File: config.mk
export PLATFORM = sky130hd
export DESIGN_NAME = rect_blitter
export DESIGN_NICKNAME = d
export VERILOG_FILES = /design/src/rtl/rect_blitter_pkg.sv /design/src/rtl/blit_cmd_fifo.sv /design/src/rtl/rect_blitter.sv
export SDC_FILE = /design/constraint.sdc
export NUM_CORES = 1
export LEC_CHECK = 0
export ABC_CLOCK_PERIOD_IN_PS = 3200
export BUFFER_PORTS_ARGS = -buffer_cell sky130_fd_sc_hd__clkbuf_2
export CAP_MARGIN = 5
export CORE_UTILIZATION = 30
export CTS_CLUSTER_SIZE = 8
export DETAILED_ROUTE_END_ITERATION = 6
export GPL_TIMING_DRIVEN = 0
export MAX_ROUTING_LAYER = met4
export PLACE_DENSITY = 0.48
export RECOVER_POWER = 100
export SYNTH_ARGS = -nofsm -noshare
export SYNTH_HDL_FRONTEND = slang
export SYNTH_SLANG_ARGS = --single-unit
export TNS_END_PERCENT = 10
File: constraint.sdc
create_clock -name clock -period 3.2 [get_ports clock]
set_input_delay 0.64 -clock clock [delete_from_list [all_inputs] [get_ports clock]]
set_output_delay 0.64 -clock clock [all_outputs]
set_load 0.1 [all_outputs]
File: src/rtl/rect_blitter_pkg.sv
// rtl/rect_blitter_pkg.sv - shared constants, colours and engine state encoding for the rectangle blitter
package rect_blitter_pkg;

  localparam int DEF_COORD_W  = 8;
  localparam int DEF_COLOUR_W = 3;
  localparam int DEF_SCREEN_W = 160;
  localparam int DEF_SCREEN_H = 120;

  localparam logic [2:0] COLOUR_BLACK = 3'b000;
  localparam logic [2:0] COLOUR_WHITE = 3'b111;
  localparam logic [2:0] COLOUR_GREEN = 3'b010;
  localparam logic [2:0] COLOUR_RED   = 3'b100;

  typedef enum logic [1:0] {
    ST_IDLE = 2'd0,
    ST_LOAD = 2'd1,
    ST_DRAW = 2'd2
  } blit_state_e;

endpackage

File: src/rtl/blit_cmd_fifo.sv
// rtl/blit_cmd_fifo.sv - two-entry synchronous command FIFO feeding the blit engine
module blit_cmd_fifo #(
  parameter int DATA_W = 35
) (
  input  logic              clock,
  input  logic              reset,
  input  logic              push,
  input  logic              pop,
  input  logic [DATA_W-1:0] wdata,
  output logic [DATA_W-1:0] rdata,
  output logic              full,
  output logic              empty
);

  logic [DATA_W-1:0] mem_q [2];
  logic [DATA_W-1:0] mem_d [2];
  logic              wr_ptr_q, wr_ptr_d;
  logic              rd_ptr_q, rd_ptr_d;
  logic [1:0]        count_q, count_d;
  logic              do_push, do_pop;

  assign full    = (count_q == 2'd2);
  assign empty   = (count_q == 2'd0);
  assign rdata   = mem_q[rd_ptr_q];
  // A pop never frees room for a same-cycle push: the push is judged on the current fill.
  assign do_push = push && !full;
  assign do_pop  = pop && !empty;

  always_comb begin
    mem_d    = mem_q;
    wr_ptr_d = wr_ptr_q;
    rd_ptr_d = rd_ptr_q;
    if (do_push) begin
      mem_d[wr_ptr_q] = wdata;
      wr_ptr_d        = !wr_ptr_q;
    end
    if (do_pop) begin
      rd_ptr_d = !rd_ptr_q;
    end
    count_d = count_q + {1'b0, do_push} - {1'b0, do_pop};
  end

  always_ff @(posedge clock) begin
    mem_q <= mem_d;
    if (reset) begin
      wr_ptr_q <= 1'b0;
      rd_ptr_q <= 1'b0;
      count_q  <= 2'd0;
    end else begin
      wr_ptr_q <= wr_ptr_d;
      rd_ptr_q <= rd_ptr_d;
      count_q  <= count_d;
    end
  end

endmodule

File: src/rtl/rect_blitter.sv
// rtl/rect_blitter.sv - rasterises queued rectangle fills into one clipped pixel write per clock
module rect_blitter
  import rect_blitter_pkg::*;
#(
  parameter int COORD_W  = DEF_COORD_W,
  parameter int COLOUR_W = DEF_COLOUR_W,
  parameter int SCREEN_W = DEF_SCREEN_W,
  parameter int SCREEN_H = DEF_SCREEN_H
) (
  input  logic                clock,
  input  logic                reset,
  input  logic                cmd_valid,
  output logic                cmd_ready,
  input  logic [COORD_W-1:0]  cmd_x,
  input  logic [COORD_W-1:0]  cmd_y,
  input  logic [COORD_W-1:0]  cmd_w,
  input  logic [COORD_W-1:0]  cmd_h,
  input  logic [COLOUR_W-1:0] cmd_colour,
  output logic [COORD_W-1:0]  pix_x,
  output logic [COORD_W-1:0]  pix_y,
  output logic [COLOUR_W-1:0] pix_colour,
  output logic                pix_plot,
  output logic                busy,
  output logic                done
);

  localparam int CMD_W = 4 * COORD_W + COLOUR_W;
  localparam logic [COORD_W-1:0] ONE   = 1;
  localparam logic [COORD_W:0]   LIM_X = (COORD_W + 1)'(SCREEN_W);
  localparam logic [COORD_W:0]   LIM_Y = (COORD_W + 1)'(SCREEN_H);

  logic              fifo_full, fifo_empty, push, pop, more;
  logic [CMD_W-1:0]  fifo_rdata;
  logic [COORD_W-1:0]  rd_x, rd_y, rd_w, rd_h;
  logic [COLOUR_W-1:0] rd_colour;
  logic [COORD_W:0]    sum_x, sum_y;

  blit_state_e         state_q, state_d;
  logic [COORD_W-1:0]  x0_q, x0_d, y0_q, y0_d, w_q, w_d, h_q, h_d;
  logic [COORD_W-1:0]  dx_q, dx_d, dy_q, dy_d;
  logic [COLOUR_W-1:0] colour_q, colour_d;
  logic [COORD_W-1:0]  pix_x_q, pix_x_d, pix_y_q, pix_y_d;
  logic [COLOUR_W-1:0] pix_colour_q, pix_colour_d;
  logic                pix_plot_q, pix_plot_d, done_q, done_d;

  assign cmd_ready = !fifo_full && !reset;
  assign push      = cmd_valid && cmd_ready;
  assign {rd_x, rd_y, rd_w, rd_h, rd_colour} = fifo_rdata;

  blit_cmd_fifo #(.DATA_W(CMD_W)) u_fifo (
    .clock (clock),
    .reset (reset),
    .push  (push),
    .pop   (pop),
    .wdata ({cmd_x, cmd_y, cmd_w, cmd_h, cmd_colour}),
    .rdata (fifo_rdata),
    .full  (fifo_full),
    .empty (fifo_empty)
  );

  // One extra bit keeps the sums from wrapping back onto the visible screen.
  assign sum_x = {1'b0, x0_q} + {1'b0, dx_q};
  assign sum_y = {1'b0, y0_q} + {1'b0, dy_q};

  always_comb begin
    state_d      = state_q;
    x0_d         = x0_q;
    y0_d         = y0_q;
    w_d          = w_q;
    h_d          = h_q;
    colour_d     = colour_q;
    dx_d         = dx_q;
    dy_d         = dy_q;
    pix_x_d      = pix_x_q;
    pix_y_d      = pix_y_q;
    pix_colour_d = pix_colour_q;
    pix_plot_d   = 1'b0;
    done_d       = 1'b0;
    pop          = 1'b0;
    // Whether a command will be waiting next cycle, counting a same-cycle push and LOAD's own pop.
    more = push || ((state_q == ST_LOAD) ? fifo_full : !fifo_empty);

    unique case (state_q)
      ST_IDLE: begin
        if (more) state_d = ST_LOAD;
      end
      ST_LOAD: begin
        pop      = 1'b1;
        x0_d     = rd_x;
        y0_d     = rd_y;
        w_d      = rd_w;
        h_d      = rd_h;
        colour_d = rd_colour;
        dx_d     = '0;
        dy_d     = '0;
        if (rd_w == '0 || rd_h == '0) begin
          done_d  = 1'b1;
          state_d = more ? ST_LOAD : ST_IDLE;
        end else begin
          state_d = ST_DRAW;
        end
      end
      ST_DRAW: begin
        pix_x_d      = sum_x[COORD_W-1:0];
        pix_y_d      = sum_y[COORD_W-1:0];
        pix_colour_d = colour_q;
        pix_plot_d   = (sum_x < LIM_X) && (sum_y < LIM_Y);
        if (dx_q == w_q - ONE) begin
          dx_d = '0;
          if (dy_q == h_q - ONE) begin
            done_d  = 1'b1;
            state_d = more ? ST_LOAD : ST_IDLE;
          end else begin
            dy_d = dy_q + ONE;
          end
        end else begin
          dx_d = dx_q + ONE;
        end
      end
      default: state_d = ST_IDLE;
    endcase
  end

  always_ff @(posedge clock) begin
    if (reset) begin
      state_q      <= ST_IDLE;
      x0_q         <= '0;
      y0_q         <= '0;
      w_q          <= '0;
      h_q          <= '0;
      colour_q     <= '0;
      dx_q         <= '0;
      dy_q         <= '0;
      pix_x_q      <= '0;
      pix_y_q      <= '0;
      pix_colour_q <= '0;
      pix_plot_q   <= 1'b0;
      done_q       <= 1'b0;
    end else begin
      state_q      <= state_d;
      x0_q         <= x0_d;
      y0_q         <= y0_d;
      w_q          <= w_d;
      h_q          <= h_d;
      colour_q     <= colour_d;
      dx_q         <= dx_d;
      dy_q         <= dy_d;
      pix_x_q      <= pix_x_d;
      pix_y_q      <= pix_y_d;
      pix_colour_q <= pix_colour_d;
      pix_plot_q   <= pix_plot_d;
      done_q       <= done_d;
    end
  end

  assign pix_x      = pix_x_q;
  assign pix_y      = pix_y_q;
  assign pix_colour = pix_colour_q;
  assign pix_plot   = pix_plot_q;
  assign done       = done_q;
  assign busy       = !fifo_empty || (state_q == ST_DRAW);

endmodule

==> results.txt, run 1 <==
The flow ran to the end, and the final reports show no timing, DRC or antenna violations. The run gives 0 as the count of max-cap constraint violations. The first routing iteration left 189 violations. The worst path needs 2.924 ns of the cycle, external delays included. Setup repair after global routing left no endpoint under its margin. For the worst setup path, the data arrival time is 2.98 ns. After synthesis, the mean cell area works out to 11.27 um2. The tools report the leakage power as 2.778 nW. TritonCTS built the clock tree. The number of hold buffers added after CTS was 0. Of all cell types, the one taking the most synthesized area is sky130_fd_sc_hd__edfxtp_1. In this run the critical register-to-register path is launched from u_fifo.count_q[0]. The fraction of synthesis flops using an asynchronous set or reset pin is 0, and the instance count of the mapped netlist is 598. The tools report the number of global-route vias before repair as 4,766. The share of the cycle needed by the critical path after routing was 0.9139. The clock drives 148 sinks.

The congestion estimate from routability-driven global placement came to 0.7940. Counting every net in the synthesized netlist gives 664. For the total number of vias, the log shows 4,664.

The tightest hold path in the finished design has a slack of 0.4079 ns. Setup total negative slack on the finished layout was measured at 0 ns. After synthesis, the netlist uses 58 different library cells. Setup violations remaining at the end of the flow were counted as 0. The logs give 0 for the aggregate global routing overflow and 0 for the count of instances resized after the clock tree is built. The synthesized design contains 148 register bits.

Compared with the post-synthesis result, the final layout area differs by 16.69%. After clock tree synthesis, the clock-pin slew on the worst setup and hold paths is 0.07 ns. The region available for standard cell placement spans 0.02189 mm2. The count of buffer and inverter cells on the critical path was 2. The synthesized design contains 70 enable-type register cells. For the count of final max-slew check failures, the log shows 0.

Power spread over the standard cell area amounts to 797.7 mW/mm2. The routed wire length per instance is 16.12 um, and the share of the yosys chip area belonging to registers is 0.5436. The end of the worst register-to-register path was u_fifo.mem_q[62]. Timing would allow up to 342.0 MHz.

For the multi-input gate area in the final layout, the log shows 0.002844 mm2. The initial antenna violation count was 0. Slowest cell on the critical path: sky130_fd_sc_hd__nor2_1. In the routed design, unresolved DRC markers number 0. Of all nets on the critical path, the largest fanout is 24.

The commonest cells after synthesis are 85 x sky130_fd_sc_hd__nor2_1, 78 x sky130_fd_sc_hd__dfxtp_1, 70 x sky130_fd_sc_hd__edfxtp_1. The share of final-layout standard cells stronger than drive strength 1 works out to 0.08092. The tools report the total routing usage reported by global routing as 0.1437. For this run, the slowest stage of the critical path takes 0.94 ns.

The final hold violation count is 0. The y dimension of the die came out at 151.9 um. STA classifies the critical path endpoint as a flop.

The number of cells on the critical path was 5. The run gives 0.3078 as the initial core utilization. For the final net count, the log shows 745.

Most numerous cell in the Yosys netlist: sky130_fd_sc_hd__nor2_1. In this run the remaining antenna-violating nets after routing total 0. Fill cells in the final layout number 2,245.

The largest delay contributor family on the critical path was simple AND/OR/NAND/NOR gates. The class of the most critical setup path was flop to flop. Count of port buffers added during placement: 60. Before antenna repair, the detailed router went through 5 iterations.

Across the routed clock network, the largest skew measured is 0.01043 ns. From left edge to right edge, the die measures 151.9 um. The number of diodes was 0; the area of the die was 0.02307 mm2. Detailed placer's ending HPWL: 11,980 um. The number of instances on the worst hold path is 1, and the worst-case setup slack after placement is 0.3782 ns.

The most frequently used flop master after synthesis was sky130_fd_sc_hd__dfxtp_1. The fraction of synthesized cell area taken by the top area cell type was 0.3119; the clock insertion delay at the later pin of the skew report was 0.42 ns. Number of buffers between clock root and the deepest sink: 2. The floorplan has 54 rows.

The number of clock buffers inserted by TritonCTS is 17. The launching element of the worst setup path was u_fifo.count_q[0]. The total standard cell area after synthesis was 0.006739 mm2; the area used by sequential logic in the layout was 0.003664 mm2. The end point of the critical path was u_fifo.mem_q[62]. Yosys attributes the largest share of cell area to sky130_fd_sc_hd__edfxtp_1 31%, sky130_fd_sc_hd__dfxtp_1 23%, sky130_fd_sc_hd__mux2i_1 7.9%. At the pin with the least slew margin, the transition time is 1.230 ns. The buffer type at the clock tree root is sky130_fd_sc_hd__clkbuf_16.

Entering global routing, the biggest net connects 32 pins. Traced cell by cell, the critical path runs through inv_1, a21oi_1, nand2_1, nor2_1, clkbuf_2. Across the VDD grid, the largest voltage drop is 0.3832 mV. The run gives 61 as the I/O pin count.

STA puts the critical path data required time at 3.25 ns. The headroom to the max-slew limit was 0.1772; the detail-routed via count per cell was 4.798. STA classifies the critical path startpoint as a flop. The final layout contains routed wiring with a total length of 15,670 um.

In this run the post-CTS setup repair buffer count came out at 0. The cell depth of the worst flop-to-flop path came out at 5. The run gives 0.28 ns as the slack of the worst reg-to-reg path. The final setup slack of the worst path came out at 0.2756 ns. Path type of the worst min-delay path: input pin to flop. The first global-routing pass estimated 25,140 um of wire.

The number of H-tree levels was 4. The Yosys warning count came out at 0.
[metal layers]
metal  vias to the layer above  part of all wire  track usage
li1                       2340                 -            -
met1                      2251              0.47       0.1717
met2                        57              0.50       0.2439
met3                        16             0.025      0.02881
met4                         0            0.0096      0.04143
met5                         -                 0            -
[worst register-to-register path: cells and delay by family, from the launching register on]
| family | cells | cell delay (ns) |
|---|---|---|
| AND/OR/NAND/NOR | 2 | 1.10 |
| buffers and inverters | 2 | 0.79 |
| flip-flops | 1 | 0.34 |
| AO/OA/AOI/OAI | 1 | 0.30 |
[cells by family after synthesis]
group	after synthesis	synth area share
compound gates	104	0.1173
xor+xnor	35	0.04549
fa+ha+maj	28	0.05421
buf+inv	53	0.03156
flops	148	0.5436
mux	53	0.07872
simple gates	177	0.1290
[cell usage in the layout (no fill, tap or decap), types with 2 or more instances in the layout]
master and n:
sky130_fd_sc_hd__nor2_1 85, sky130_fd_sc_hd__o211ai_1 2, sky130_fd_sc_hd__mux2i_1 53, sky130_fd_sc_hd__o21ai_0 8, sky130_fd_sc_hd__a21oi_1 16, sky130_fd_sc_hd__ha_1 26
sky130_fd_sc_hd__a211oi_1 42, sky130_fd_sc_hd__clkbuf_16 17, sky130_fd_sc_hd__o2111ai_1 2, sky130_fd_sc_hd__a2111oi_4 2, sky130_fd_sc_hd__dfxtp_1 78, sky130_fd_sc_hd__xor2_1 19
sky130_fd_sc_hd__clkinv_4 3, sky130_fd_sc_hd__xnor2_1 16, sky130_fd_sc_hd__nand4_1 6, sky130_fd_sc_hd__nor4_1 9, sky130_fd_sc_hd__o21a_1 8, sky130_fd_sc_hd__nor3_1 8
sky130_fd_sc_hd__buf_1 6, sky130_fd_sc_hd__inv_6 7, sky130_fd_sc_hd__nor3b_1 3, sky130_fd_sc_hd__nor2b_1 8, sky130_fd_sc_hd__and4_1 4, sky130_fd_sc_hd__fa_1 2
sky130_fd_sc_hd__clkbuf_2 16, sky130_fd_sc_hd__nand3_1 9, sky130_fd_sc_hd__nand2b_1 8, sky130_fd_sc_hd__clkbuf_1 68, sky130_fd_sc_hd__o31ai_1 2, sky130_fd_sc_hd__a31oi_1 3
sky130_fd_sc_hd__edfxtp_1 70, sky130_fd_sc_hd__a21o_1 5, sky130_fd_sc_hd__and3_1 4, sky130_fd_sc_hd__nand2_1 24, sky130_fd_sc_hd__o31a_1 2, sky130_fd_sc_hd__inv_1 24
sky130_fd_sc_hd__inv_4 2
[final cells by class]
type,count,share of cell area
Sequential cell,148,0.4659
Multi-Input combinational cell,397,0.3617
Clock buffer,18,0.05457
Tap cell,280,0.04455
Timing Repair Buffer,62,0.03214
Buffer,29,0.01496
Clock inverter,14,0.01480
Inverter,24,0.01146
[worst min-delay path by stage]
stage,startpoint,to
final,cmd_w[5],u_fifo.mem_q[51]
after global routing,cmd_w[1],u_fifo.mem_q[12]
after CTS,cmd_w[1],u_fifo.mem_q[12]
after detailed placement,pix_x[1],pix_x[1]
after global placement,state_q[1],state_q[1]
after floorplan,colour_q[1],colour_q[1]
[where the power goes]
group / leakage (nW) / switching (mW) / internal, mW
logic: 1.23 / 1.24 / 0.675
registers: 1.28 / 0.243 / 2.26
clock network: 0.274 / 0.838 / 1.02
total: 2.78 / 2.32 / 3.95
[per-stage QoR]
step / utilization / area (um2) / power (mW) / std cells
final: 0.3592 / 7864 / 6.273 / 972
after global routing: 0.3592 / 7864 / 6.653 / 972
after CTS: 0.3649 / 7988 / 6.381 / 972
after detailed placement: 0.3400 / 7442 / 4.509 / 940
after global placement: 0.3378 / 7396 / 4.441 / 938
after floorplan: - / 6745 / 3.994 / 598
[state kept, by name, indices dropped and copies added (netlist names), 2 cells and up]
signal / count
u_fifo.mem_q: 70
dx_q: 8
dy_q: 8
h_q: 8
pix_x: 8
pix_y: 8
w_q: 8
x0_q: 8
y0_q: 8
colour_q: 3
pix_colour: 3
state_q: 2
u_fifo.count_q: 2
Note: power is estimated with default switching activity, not from simulation.
==> inputs of run 2 (changes only) <==
SYNTH_HIERARCHICAL = 1   (was unset)
==> run 2 against run 1 <==
Count of clock-buffer cells in the layout rose by 2. Die area rose by 1.1%. Register-to-register slack got worse by 0.08 ns. Cell count fell by 1.4%. Critical path depth rose by 5. Sequential cell count did not move. Hold slack barely moved. Area after synthesis rose by 1.1%. First-iteration DRC count fell by 36%. Total power fell by 5.2%. Combinational power fell by 15%. Non-clock buffer count fell by 7. Critical endpoint is now dy_q[5]. Largest power group unchanged.
==> results.txt, run 2 <==
The number of buffers and inverters on the critical path is 2. The smallest clock period supported by the final layout is computed as 3.005 ns. The detailed router finished its first iteration with 121 violations. For this run, design rule violations remaining after detail routing come to 0. The tools report the buffer count from post-CTS setup fixing as 0.

Clock insertion delay at the later pin of the skew report: 0.42 ns. After synthesis, the cell types taking the most area are sky130_fd_sc_hd__edfxtp_1 31%, sky130_fd_sc_hd__dfxtp_1 23%, sky130_fd_sc_hd__mux2i_1 7.5%. Buffer type at the clock tree root: sky130_fd_sc_hd__clkbuf_16. The number of flip-flops in the largest register works out to 70. Setup violations remaining at the end of the flow were counted as 0.

In the layout the commonest cells are 78 x sky130_fd_sc_hd__nor2_1, 78 x sky130_fd_sc_hd__dfxtp_1, 70 x sky130_fd_sc_hd__edfxtp_1. For the total wire length after detailed routing, the log shows 15,520 um. The share of final-layout standard cells stronger than drive strength 1 is 0.1372. The run finished with clean final reports. During placement, the flow inserted port buffers numbering 60. The die span in x works out to 152.7 um. The run gives 0.1446 as the total routing usage reported by global routing.

The critical path in this run is classified as flop to flop. The initial antenna violation count was 0; the number of cells on the critical path was 10. The internal portion of the total power is 4.035 mW. For the number of buffers between clock root and the deepest sink, the log shows 2. The path class of the tightest hold or removal check is input pin to flop.

Final hold violation count: 0. Count of flip-flops with a built-in enable after synthesis: 70. After detailed routing, the number of vias per cell comes to 4.797. For the combinational share of power, the log shows 0.272. The worst-case vdd ir drop came out at 0.3557 mV. For this run, the number of Yosys warnings is 6. The run gives 332.8 MHz as the peak clock frequency supported by timing. The most numerous cell in the Yosys netlist is sky130_fd_sc_hd__nor2_1. The total of fill cells in the finished design came out at 2,189. The floorplan step defined a die boundary enclosing 0.02332 mm2. In the final design database the tool counted 731 nets. The congestion estimate from routability-driven global placement came to 0.8680. The maximum number of pins on one net before global-route repair is 36, and the slack of the worst reg-to-reg path is 0.19 ns. The tools report the element type at the critical path start as a flop. Launching element of the worst setup path: h_q[0].

The cell count after synthesis came out at 586. Clock-pin slew was measured on the worst setup and hold paths at 0.06 ns. For this run the aggregate overflow at the end of global routing stands at 0. Sorting the synthesized cells by how often they occur yields 79 x sky130_fd_sc_hd__nor2_1, 78 x sky130_fd_sc_hd__dfxtp_1, 70 x sky130_fd_sc_hd__edfxtp_1.

The first detailed-routing pass ran for 6 iterations. The share of total power in the clock network is 0.330. STA classifies the critical path endpoint as a flop. Counting the buffers created by CTS gives 17.

On the final layout, the worst clock skew is 0.007001 ns. Final design utilization: 0.3627. For the pin with the worst max-slew slack, the measured transition is 1.185 ns. Traced cell by cell, the critical path runs through inv_1, ha_1, nor4b_4, xnor2_1, or4_1, a2111o_1, and4_2, clkbuf_1, a32o_1, a31o_1. After synthesis the netlist holds a flip-flop and latch count of 148.

After synthesis, the netlist uses 64 different library cells. Fraction of synthesis flops using an asynchronous set or reset pin: 0. Data required time of the critical path: 3.52 ns. The share of power burned in registers came out at 0.398. For the area of the core, the log shows 0.02203 mm2.

Power spread over the standard cell area amounts to 744.6 mW/mm2. Summing all flip-flop and latch instances after layout gives 0.003664 mm2. For this design the static power due to leakage is 2.928 nW. The detailed placer's ending HPWL is 11,440 um. End of the worst register-to-register path: dy_q[5]. Share of the cycle needed by the critical path after routing: 0.9391. Following the worst setup path forward leads to its endpoint at dy_q[5].

The count of final max-slew check failures was 0; the row count was 54. The average cell area after synthesis is 11.63 um2, and the global-route wire length before repair is 24,940 um. The switching share of power is 0.3217, and the share of the yosys chip area belonging to registers is 0.5375. Most area-hungry cell type in the Yosys netlist: sky130_fd_sc_hd__edfxtp_1.

In this design, the stage delay of the slowest critical-path cell is 0.54 ns. The y dimension of the die was 152.7 um. In this run, post-CTS hold repair placed 0 buffers.

The run gives 0.3094 as the initial core utilization. In this run the worst path has a maximum fanout of 6. Final hold analysis gives a worst-case slack of 0.4077 ns. Worst-case setup slack after placement: 0.2895 ns. The tools report the final setup slack of the worst path as 0.1948 ns. Routed wire length per instance: 16.20 um.

The slowest cell on the critical path was sky130_fd_sc_hd__a2111o_1. The routed layout has 4,596 vias. The number of H-tree levels was 4; the post-synthesis net count was 652.

TritonCTS built the clock tree. During I/O placement, the number of pins put on the boundary was 61. The detail route stage leaves a number of antenna-violating nets equal to 0. The cell depth of the worst flop-to-flop path is 10. The reported net switching power came out at 1.914 mW. For the number of clock sinks, the log shows 148.

The fraction of synthesized cell area taken by the top area cell type is 0.3084, and the multi-input gate area in the final layout is 0.002965 mm2. u_fifo/mem_q holds more flip-flops than any other register. STA puts the critical path data arrival time at 3.32 ns.

Broken down by cell family, the worst path's largest delay share belongs to compound AO/OA/AOI/OAI gates. Setup repair after global routing left no endpoint under its margin. In this run the cell area of the synthesized design comes to 0.006815 mm2. The most frequently used flop master after synthesis is sky130_fd_sc_hd__dfxtp_1.

The tools report the headroom to the max-slew limit as 0.2131. Number of diodes: 0. The area growth from synthesis to layout is 17.22%. The logs give 4,634 for the number of global-route vias before repair and 0 for the count of max-cap constraint violations.

The worst register-to-register path begins at h_q[0].
-- run 2: changes by cell type after synthesis, moves of 4 or more --
cell,delta
sky130_fd_sc_hd__o21a_1,-4
sky130_fd_sc_hd__o21bai_1,+5
sky130_fd_sc_hd__a211oi_1,-37
sky130_fd_sc_hd__and4_1,-4
sky130_fd_sc_hd__nor3_1,+4
sky130_fd_sc_hd__nor2_1,-6
sky130_fd_sc_hd__mux2_2,+35
sky130_fd_sc_hd__buf_1,-6
sky130_fd_sc_hd__nor4_1,-4
sky130_fd_sc_hd__xor2_1,-5
sky130_fd_sc_hd__nand2_1,-7
sky130_fd_sc_hd__xnor2_1,+6
-- run 2: logic make-up (layout without fill, tap and decap cells) --
kind of cell	after synthesis	count (layout)	synth area share
muxes	86	86	0.1327
adders and majority gates	28	28	0.05361
buffers and inverters	46	138	0.02827
AOI/OAI and AO/OA	74	74	0.07931
DFF	148	148	0.5375
and+or+nand+nor	168	168	0.1223
xor gates and xnor gates	36	36	0.04626
-- run 2: timing repair --
item,in CTS,in global routing
resized for setup,1,3
pin swaps,0,0
setup endpoints to repair,1,1
-- run 2: layer usage --
layer / GRT usage / vias up / wire length, um
met5: - / - / 0
met4: 0.05291 / 0 / 261
met3: 0.03043 / 16 / 365
met2: 0.2366 / 61 / 7556
met1: 0.1754 / 2242 / 7335
li1: - / 2277 / -
-- run 2: power by group through the flow --
stage,sequential [mW],combinational [mW],clock (mW)
floorplan,2.46,1.19,0
global placement,2.40,1.60,0
detailed placement,2.41,1.65,0
CTS,2.37,1.65,2.02
global route,2.39,1.77,2.11
finish,2.36,1.62,1.97
-- run 2: worst register-to-register path, delay by kind of cell, from the launching register on --
kind            cells  cell delay, ns
compound gates      3            0.98
buf+inv             2            0.23
flops               1            0.43
xor+xnor            1            0.14
simple gates        3            0.86
fa+ha+maj           1            0.26
-- run 2: worst min path at each step --
stage                          from          endpoint  slack (ns)  depth (start not counted)
finish                cmd_colour[0]   u_fifo/mem_q[0]        0.41                          1
CTS                   cmd_colour[0]   u_fifo/mem_q[0]        0.39                          1
global placement    u_fifo/wr_ptr_q   u_fifo/wr_ptr_q        0.47                          2
detailed placement  u_fifo/wr_ptr_q   u_fifo/wr_ptr_q        0.48                          2
floorplan           u_fifo/wr_ptr_q   u_fifo/wr_ptr_q        0.45                          2
global route               cmd_x[5]  u_fifo/mem_q[67]        0.39                          1
-- run 2: layout make-up --
cell class | instances | share of cell area
well taps | 280 | 0.04385
clock inverters | 12 | 0.01597
clock buffers | 20 | 0.05717
plain buffers | 24 | 0.01284
repair buffers | 60 | 0.03007
flip-flops and latches | 148 | 0.4586
inverters | 22 | 0.01034
multi-input cells | 392 | 0.3712
-- run 2: per-stage QoR --
step / total power [mW] / cell area [um2] / instances / TNS (ns)
CTS: 6.039 / 8059 / 958 / 0
global route: 6.273 / 7989 / 958 / 0
floorplan: 3.651 / 6823 / 586 / 0
finish: 5.949 / 7989 / 958 / 0
global placement: 3.997 / 7473 / 926 / -0.4261
detailed placement: 4.054 / 7473 / 926 / 0
